### src/rtl/fetch_unit_pkg.sv
// Shared types and constants for the instruction-fetch stage.
package fetch_unit_pkg;

    localparam int unsigned XLEN = 32;

    typedef logic [XLEN-1:0] addr_t;
    typedef logic [XLEN-1:0] word_t;

    localparam addr_t PC_INC           = 32'd4;
    localparam addr_t DEFAULT_RESET_PC = 32'hbfc0_0000;

    typedef enum logic [2:0] {
        IDLE = 3'd0,
        REQ  = 3'd1,
        WAIT = 3'd2,
        DONE = 3'd3,
        DROP = 3'd4
    } fetch_state_t;

endpackage

### src/rtl/fetch_unit_if.sv
// Instruction-bus request/response handshake between fetch and memory.
interface fetch_unit_if;
    import fetch_unit_pkg::*;

    logic  ireq_valid;
    addr_t ireq_addr;
    logic  iresp_addr_ok;
    logic  iresp_data_ok;
    word_t iresp_data;

    modport master (
        output ireq_valid,
        output ireq_addr,
        input  iresp_addr_ok,
        input  iresp_data_ok,
        input  iresp_data
    );

    modport slave (
        input  ireq_valid,
        input  ireq_addr,
        output iresp_addr_ok,
        output iresp_data_ok,
        output iresp_data
    );

endinterface

### src/rtl/fetch_unit_pc_sel.sv
// Next-PC selection: restart target beats redirect, redirect beats sequential.
module fetch_pc_sel
    import fetch_unit_pkg::*;
(
    input  addr_t i_pc_q,
    input  logic  i_redirect_valid,
    input  addr_t i_redirect_pc,
    input  logic  i_redir_pend,
    input  addr_t i_redir_pc,
    input  logic  i_flush_valid,
    input  addr_t i_flush_pc,
    input  logic  i_drop_active,
    input  addr_t i_flush_pc_q,
    output addr_t o_next_pc
);

    // A same-cycle redirect bypasses the pending one (it is the newer target).
    always_comb begin
        if (i_flush_valid) begin
            o_next_pc = i_flush_pc;
        end else if (i_drop_active) begin
            o_next_pc = i_flush_pc_q;
        end else if (i_redirect_valid) begin
            o_next_pc = i_redirect_pc;
        end else if (i_redir_pend) begin
            o_next_pc = i_redir_pc;
        end else begin
            o_next_pc = i_pc_q + PC_INC;
        end
    end

endmodule

### src/rtl/fetch_unit.sv
// Instruction-fetch stage: owns the PC and runs the instruction-bus handshake.
module fetch_unit
    import fetch_unit_pkg::*;
#(
    parameter addr_t RESET_PC = DEFAULT_RESET_PC
) (
    input  logic         clk,
    input  logic         resetn,
    input  logic         stall_f,
    input  logic         redirect_valid,
    input  addr_t        redirect_pc,
    input  logic         flush_valid,
    input  addr_t        flush_pc,
    fetch_unit_if.master ibus,
    output logic         i_valid,
    output logic         i_data_ok,
    output word_t        instr_f,
    output addr_t        pc_f
);

    localparam logic [2:0] S_IDLE = 3'(IDLE);
    localparam logic [2:0] S_REQ  = 3'(REQ);
    localparam logic [2:0] S_WAIT = 3'(WAIT);
    localparam logic [2:0] S_DONE = 3'(DONE);
    localparam logic [2:0] S_DROP = 3'(DROP);

    logic [2:0] r_state, w_state_nxt;
    addr_t      r_pc, w_pc_nxt;
    logic       r_redir_pend, w_redir_pend_nxt;
    addr_t      r_redir_pc, w_redir_pc_nxt;
    logic       r_drop, w_drop_nxt;
    addr_t      r_flush_pc, w_flush_pc_nxt;
    word_t      r_buf, w_buf_nxt;

    addr_t      w_next_pc;
    logic       w_addr_ok;
    logic       w_data_ok;
    logic       w_resp;
    logic       w_deliver;
    logic       w_drop_active;

    assign w_addr_ok     = ibus.iresp_addr_ok;
    assign w_data_ok     = ibus.iresp_data_ok;
    // Response belonging to the outstanding fetch (WAIT, or zero-wait in REQ).
    assign w_resp        = ((r_state == S_WAIT) | ((r_state == S_REQ) & w_addr_ok)) & w_data_ok;
    assign w_deliver     = w_resp & ~r_drop;
    assign w_drop_active = r_drop | (r_state == S_DROP);

    // Next-PC mux.
    fetch_pc_sel u_pc_sel (
        .i_pc_q           (r_pc),
        .i_redirect_valid (redirect_valid),
        .i_redirect_pc    (redirect_pc),
        .i_redir_pend     (r_redir_pend),
        .i_redir_pc       (r_redir_pc),
        .i_flush_valid    (flush_valid),
        .i_flush_pc       (flush_pc),
        .i_drop_active    (w_drop_active),
        .i_flush_pc_q     (r_flush_pc),
        .o_next_pc        (w_next_pc)
    );

    // Next-state logic; a delivered-and-consumed fetch clears the pending redirect.
    always_comb begin
        w_state_nxt      = r_state;
        w_pc_nxt         = r_pc;
        w_redir_pend_nxt = r_redir_pend;
        w_redir_pc_nxt   = r_redir_pc;
        w_drop_nxt       = r_drop;
        w_flush_pc_nxt   = r_flush_pc;
        w_buf_nxt        = r_buf;

        if (redirect_valid) begin
            w_redir_pend_nxt = 1'b1;
            w_redir_pc_nxt   = redirect_pc;
        end
        if (flush_valid) begin
            w_redir_pend_nxt = 1'b0;
            w_flush_pc_nxt   = flush_pc;
        end

        case (r_state)
            S_IDLE: begin
                w_state_nxt = S_REQ;
                if (flush_valid) begin
                    w_pc_nxt = w_next_pc;
                end
            end
            S_REQ: begin
                if (flush_valid || r_drop) begin
                    // Request stays up until accepted, then its data is thrown away.
                    if (w_addr_ok && w_data_ok) begin
                        w_pc_nxt   = w_next_pc;
                        w_drop_nxt = 1'b0;
                    end else if (w_addr_ok) begin
                        w_state_nxt = S_DROP;
                        w_drop_nxt  = 1'b0;
                    end else begin
                        w_drop_nxt = 1'b1;
                    end
                end else if (w_addr_ok) begin
                    if (w_data_ok) begin
                        if (stall_f) begin
                            w_buf_nxt   = ibus.iresp_data;
                            w_state_nxt = S_DONE;
                        end else begin
                            w_pc_nxt         = w_next_pc;
                            w_redir_pend_nxt = 1'b0;
                        end
                    end else begin
                        w_state_nxt = S_WAIT;
                    end
                end
            end
            S_WAIT: begin
                if (flush_valid) begin
                    if (w_data_ok) begin
                        w_pc_nxt    = w_next_pc;
                        w_state_nxt = S_REQ;
                    end else begin
                        w_state_nxt = S_DROP;
                    end
                end else if (w_data_ok) begin
                    if (stall_f) begin
                        w_buf_nxt   = ibus.iresp_data;
                        w_state_nxt = S_DONE;
                    end else begin
                        w_pc_nxt         = w_next_pc;
                        w_redir_pend_nxt = 1'b0;
                        w_state_nxt      = S_REQ;
                    end
                end
            end
            S_DONE: begin
                if (flush_valid) begin
                    w_pc_nxt    = w_next_pc;
                    w_state_nxt = S_REQ;
                end else if (!stall_f) begin
                    w_pc_nxt         = w_next_pc;
                    w_redir_pend_nxt = 1'b0;
                    w_state_nxt      = S_REQ;
                end
            end
            S_DROP: begin
                if (w_data_ok) begin
                    w_pc_nxt    = w_next_pc;
                    w_state_nxt = S_REQ;
                end
            end
            default: begin
                w_state_nxt = S_IDLE;
            end
        endcase
    end

    // State and datapath registers.
    always_ff @(posedge clk or negedge resetn) begin
        if (!resetn) begin
            r_state      <= S_IDLE;
            r_pc         <= RESET_PC;
            r_redir_pend <= 1'b0;
            r_redir_pc   <= '0;
            r_drop       <= 1'b0;
            r_flush_pc   <= '0;
            r_buf        <= '0;
        end else begin
            r_state      <= w_state_nxt;
            r_pc         <= w_pc_nxt;
            r_redir_pend <= w_redir_pend_nxt;
            r_redir_pc   <= w_redir_pc_nxt;
            r_drop       <= w_drop_nxt;
            r_flush_pc   <= w_flush_pc_nxt;
            r_buf        <= w_buf_nxt;
        end
    end

    // i_data_ok is kept free of stall_f because the hazard unit derives stall_f from it.
    assign ibus.ireq_valid = (r_state == S_REQ);
    assign ibus.ireq_addr  = r_pc;
    assign i_valid         = (r_state != S_IDLE);
    assign i_data_ok       = (r_state == S_DONE) | w_deliver;
    assign instr_f         = (r_state == S_DONE) ? r_buf : (w_deliver ? ibus.iresp_data : '0);
    assign pc_f            = r_pc;

endmodule

### src/flat_wrapper.sv
// flat-port wrapper written by rule: the top's interface ports become plain ports
module fetch_unit_flat import fetch_unit_pkg::*;
#(
    parameter addr_t RESET_PC = DEFAULT_RESET_PC
)
  (clk, resetn, stall_f, redirect_valid, redirect_pc, flush_valid, flush_pc, i_valid, i_data_ok, instr_f, pc_f, ibus_ireq_valid, ibus_ireq_addr, ibus_iresp_addr_ok, ibus_iresp_data_ok, ibus_iresp_data);
  fetch_unit_if ibus_i ();
  input  logic clk;
  input  logic resetn;
  input  logic stall_f;
  input  logic redirect_valid;
  input  addr_t redirect_pc;
  input  logic flush_valid;
  input  addr_t flush_pc;
  output logic i_valid;
  output logic i_data_ok;
  output word_t instr_f;
  output addr_t pc_f;
  output wire logic [$bits(ibus_i.ireq_valid)-1:0] ibus_ireq_valid;
  output wire logic [$bits(ibus_i.ireq_addr)-1:0] ibus_ireq_addr;
  input wire logic [$bits(ibus_i.iresp_addr_ok)-1:0] ibus_iresp_addr_ok;
  input wire logic [$bits(ibus_i.iresp_data_ok)-1:0] ibus_iresp_data_ok;
  input wire logic [$bits(ibus_i.iresp_data)-1:0] ibus_iresp_data;
  assign ibus_ireq_valid = ibus_i.ireq_valid;
  assign ibus_ireq_addr = ibus_i.ireq_addr;
  assign ibus_i.iresp_addr_ok = ibus_iresp_addr_ok;
  assign ibus_i.iresp_data_ok = ibus_iresp_data_ok;
  assign ibus_i.iresp_data = ibus_iresp_data;
  fetch_unit #(.RESET_PC(RESET_PC)) u_core (.clk(clk), .resetn(resetn), .stall_f(stall_f), .redirect_valid(redirect_valid), .redirect_pc(redirect_pc), .flush_valid(flush_valid), .flush_pc(flush_pc), .ibus(ibus_i), .i_valid(i_valid), .i_data_ok(i_data_ok), .instr_f(instr_f), .pc_f(pc_f));
endmodule
### config.mk
export PLATFORM = sky130hd
export DESIGN_NAME = fetch_unit_flat
export DESIGN_NICKNAME = d
export VERILOG_FILES = /design/src/rtl/fetch_unit_pkg.sv /design/src/rtl/fetch_unit_if.sv /design/src/rtl/fetch_unit_pc_sel.sv /design/src/rtl/fetch_unit.sv /design/src/flat_wrapper.sv
export SDC_FILE = /design/constraint.sdc
export NUM_CORES = 1
export LEC_CHECK = 0
export BUFFER_PORTS_ARGS = -buffer_cell sky130_fd_sc_hd__buf_4
export CORE_ASPECT_RATIO = 0.9
export CORE_MARGIN = 4
export CORE_UTILIZATION = 41
export CTS_CLUSTER_DIAMETER = 200
export DETAILED_ROUTE_END_ITERATION = 16
export PLACE_DENSITY = 0.65
export SYNTH_ARGS = -nofsm -noshare
export SYNTH_HDL_FRONTEND = slang
export SYNTH_SLANG_ARGS = --single-unit
export TNS_END_PERCENT = 10
### constraint.sdc
create_clock -name clk -period 4.2 [get_ports clk]
set_clock_uncertainty 0.05 [all_clocks]
set_input_delay 0.63 -clock clk [delete_from_list [all_inputs] [get_ports clk]]
set_output_delay 0.63 -clock clk [all_outputs]
set_load 0.02 [all_outputs]
==> results.cfg <==
[drt]
drt_iter0_drc = 411
first_pass_iters = 4
wl_per_cell_microns = 18.7
ant_nets = 0
wirelength_mm = 22.3
via_count = 6832
viasPerCell = 5.72
drc_errors = 0

[die]
num_rows = 47
ios = 202
core_sq_mm = 0.0183
die_h_microns = 138
dieArea_sq_mm = 0.0209
die_w_microns = 152
start_util = 0.417

[pwr]
powerDensity_mw_per_mm2 = 705
power_frac_seq = 0.324
p_clk_frac = 0.216
leakagePower_nw = 4.31
p_total_mw = 6.80
combPwrFrac = 0.460
p_sw_frac = 0.425
p_switching_mw = 2.89
ir_drop_v = 0.000331
p_int_mw = 3.91

[status]
status = finished, final reports clean

[sta]
drv_slew = 0
hold_viol = 0
rsz0062_at_grt = no
min_period_ns = 3.04
finalSetupTns_ns = 0
fin_crit_sh = 0.723
fmaxAchievable_ghz = 0.329
setup-violations-final = 0
maxSlewHeadroom = 0.387
worst_pin_slew_ns = 0.917

[finish]
areaGrowthSynthToFinish_pct = 26.0
drive_gt1_frac = 0.366
fill_cells = 1744
final_common_cell = buf_4
diodes = 0
register_area_sq_mm = 0.00334
stdcell_count = 1195
multi_input_area_sq_mm = 0.00374
nNetsFinal = 1041
mostFrequentLayoutCells = 211 x buf_4, 124 x dfrtp_1, 109 x nand2_1
post-route-util = 0.526

[critical_path]
rrSetupSlack_ns = 1.40
cpLargestDelayFamily = buffers and inverters
r2r_cells = 8
criticalPathCategory = register to output pin
cp_slowest_cell = dfrtp_1
path_buf_inv = 3
cp-end-kind = output pin
startpoint_type = register
crit_top_cell = buf_4
max_stage_delay_ns = 0.62
rr_endpoint = u_core.ibus.ireq_addr[11]$_DFFE_PN0P_
reg2reg_from = u_core.r_state[2]$_DFFE_PN0P_
cp_max_fo = 33
required_ns = 3.52
arrival_ns = 2.36
path_cells = inv_1, nand3_1, buf_4, nand2_1, a21oi_1, buf_4

[grt]
antenna_found_initial = 0
overflow = 0
grt_max_degree = 87
grt_pass1_vias = 6846
grt_pass1_wl_mm = 36.0
grt_util_all_layers = 0.213

[yosys]
ys_seq_area_frac = 0.436
ys.flop_type = dfrtp_1
ys_types = 65
yosysWarnings = 0
syn_inst = 801
synthArstFlopShare = 1.00
synth_area_sq_mm = 0.00766
syn_area_per_cell_sq_um = 9.56
synth_seq_cells = 133
syn-num-nets = 905
synth_edf_count = 0

[clock_network]
worstSkewPairLatency_ns = 0.42
holdBufCountCts = 0
root_buffer = clkbuf_16
post_cts_buffers = 0
cts_max_level = 4
clkTransAtPathRegs_ns = 0.06
cts_resized = 0
cts_tree = yes
cts_buffers = 17
clock_sinks = 133
clockBufferDepth = 2

[min_path]
hp-class = primary input to async pin

[placed_design]
dpl.cell_count = 1163
dp_hpwl_mm = 15.2
gp_congestion = 0.820
place.port_buffers = 201

[job]
cap_viol_max_count = 0
[power by group through the flow]
stage / Sequential [mW] / Combinational [mW] / Clock [mW]
2_1_floorplan: 2.16 / 2.15 / 0
3_3_place_gp: 2.21 / 3.10 / 0
3_5_place_dp: 2.22 / 3.14 / 0
4_1_cts: 2.20 / 3.15 / 1.49
5_1_grt: 2.27 / 3.42 / 1.56
6_report: 2.21 / 3.13 / 1.47
[registers in the layout (all words and copies together), names as in the netlist]
signal and cells:
u_core.r_redir_pend 1, u_core.r_flush_pc 32, u_core.r_drop 1, u_core.r_buf 32, u_core.r_redir_pc 32, u_core.ibus.ireq_addr 32, u_core.r_state 3
[worst max-delay path by stage]
stage / from / endpoint / slack [ns] / cells after the start
floorplan: u_core.r_state[1]$_DFFE_PN0P_ / instr_f[10] / 1.68 / 7
global placement: flush_valid / u_core.ibus.ireq_addr[11]$_DFFE_PN0P_ / 0.93 / 9
detailed placement: flush_valid / u_core.ibus.ireq_addr[8]$_DFFE_PN0P_ / 0.85 / 9
CTS: u_core.r_state[2]$_DFFE_PN0P_ / instr_f[27] / 1.19 / 6
global route: u_core.r_state[2]$_DFFE_PN0P_ / instr_f[30] / 1.01 / 6
finish: u_core.r_state[2]$_DFFE_PN0P_ / instr_f[27] / 1.16 / 6
[cell families (layout without fill, tap and decap cells)]
logic type      after synthesis  after routing  synth area share
simple gates                213            213             0.131
flops                       133            133             0.436
fa+ha+maj                     1              1           0.00163
compound gates              222            222             0.193
buf+inv                     116            265            0.0763
mux                          92             92             0.134
xor+xnor                     24             24            0.0275
[cell type report]
cell class | count | area share
multi-input combinational | 552 | 0.388
sequential | 133 | 0.346
timing repair buffer | 212 | 0.165
clock buffer | 22 | 0.0502
tap | 245 | 0.0318
clock inverter | 10 | 0.0102
inverter | 21 | 0.00817
[worst reg2reg max path, delay by kind of cell, from the launching register on]
kind / cells / cell delay, ns
flip-flops: 1 / 0.62
buffers and inverters: 3 / 0.82
AO/OA/AOI/OAI: 4 / 0.80
AND/OR/NAND/NOR: 1 / 0.37
[metal layers]
layer  wire, microns  track usage  up-vias
li1                -            -     3153
met1           10300        0.298     3391
met2           10100        0.326      263
met3            1540       0.0565       25
met4             342       0.0619        0
met5               0            0        -
[cells in the mapped netlist, types with 7 or more instances]
cell | number | area share
a21oi_1 | 57 | 0.037
a221o_1 | 14 | 0.018
a221oi_1 | 7 | 0.0080
a32oi_1 | 23 | 0.026
buf_1 | 8 | 0.0039
buf_2 | 11 | 0.0072
buf_4 | 36 | 0.035
clkbuf_1 | 40 | 0.020
dfrtp_1 | 124 | 0.41
dfstp_2 | 9 | 0.031
inv_1 | 21 | 0.010
mux2_2 | 83 | 0.12
mux2i_1 | 8 | 0.010
nand2_1 | 109 | 0.053
nand3_1 | 14 | 0.0092
nand4_1 | 11 | 0.0090
nor2_1 | 32 | 0.016
nor3_1 | 8 | 0.0052
o21ai_0 | 57 | 0.037
o21ai_1 | 12 | 0.0078
o22ai_1 | 7 | 0.0057
xnor2_1 | 14 | 0.016
xor2_1 | 10 | 0.011
[metrics by stage]
step / cell area [sq um] / hold slack [ns] / setup slack, ns
final: 9650 / 0.214 / 1.16
after global routing: 9650 / 0.301 / 1.01
after CTS: 9650 / 0.267 / 1.19
after detailed placement: 9060 / 0.420 / 0.845
after global placement: 9060 / 0.422 / 0.928
after floorplan: 7660 / 0.284 / 1.68
Note: power is estimated with default switching activity, not from simulation.
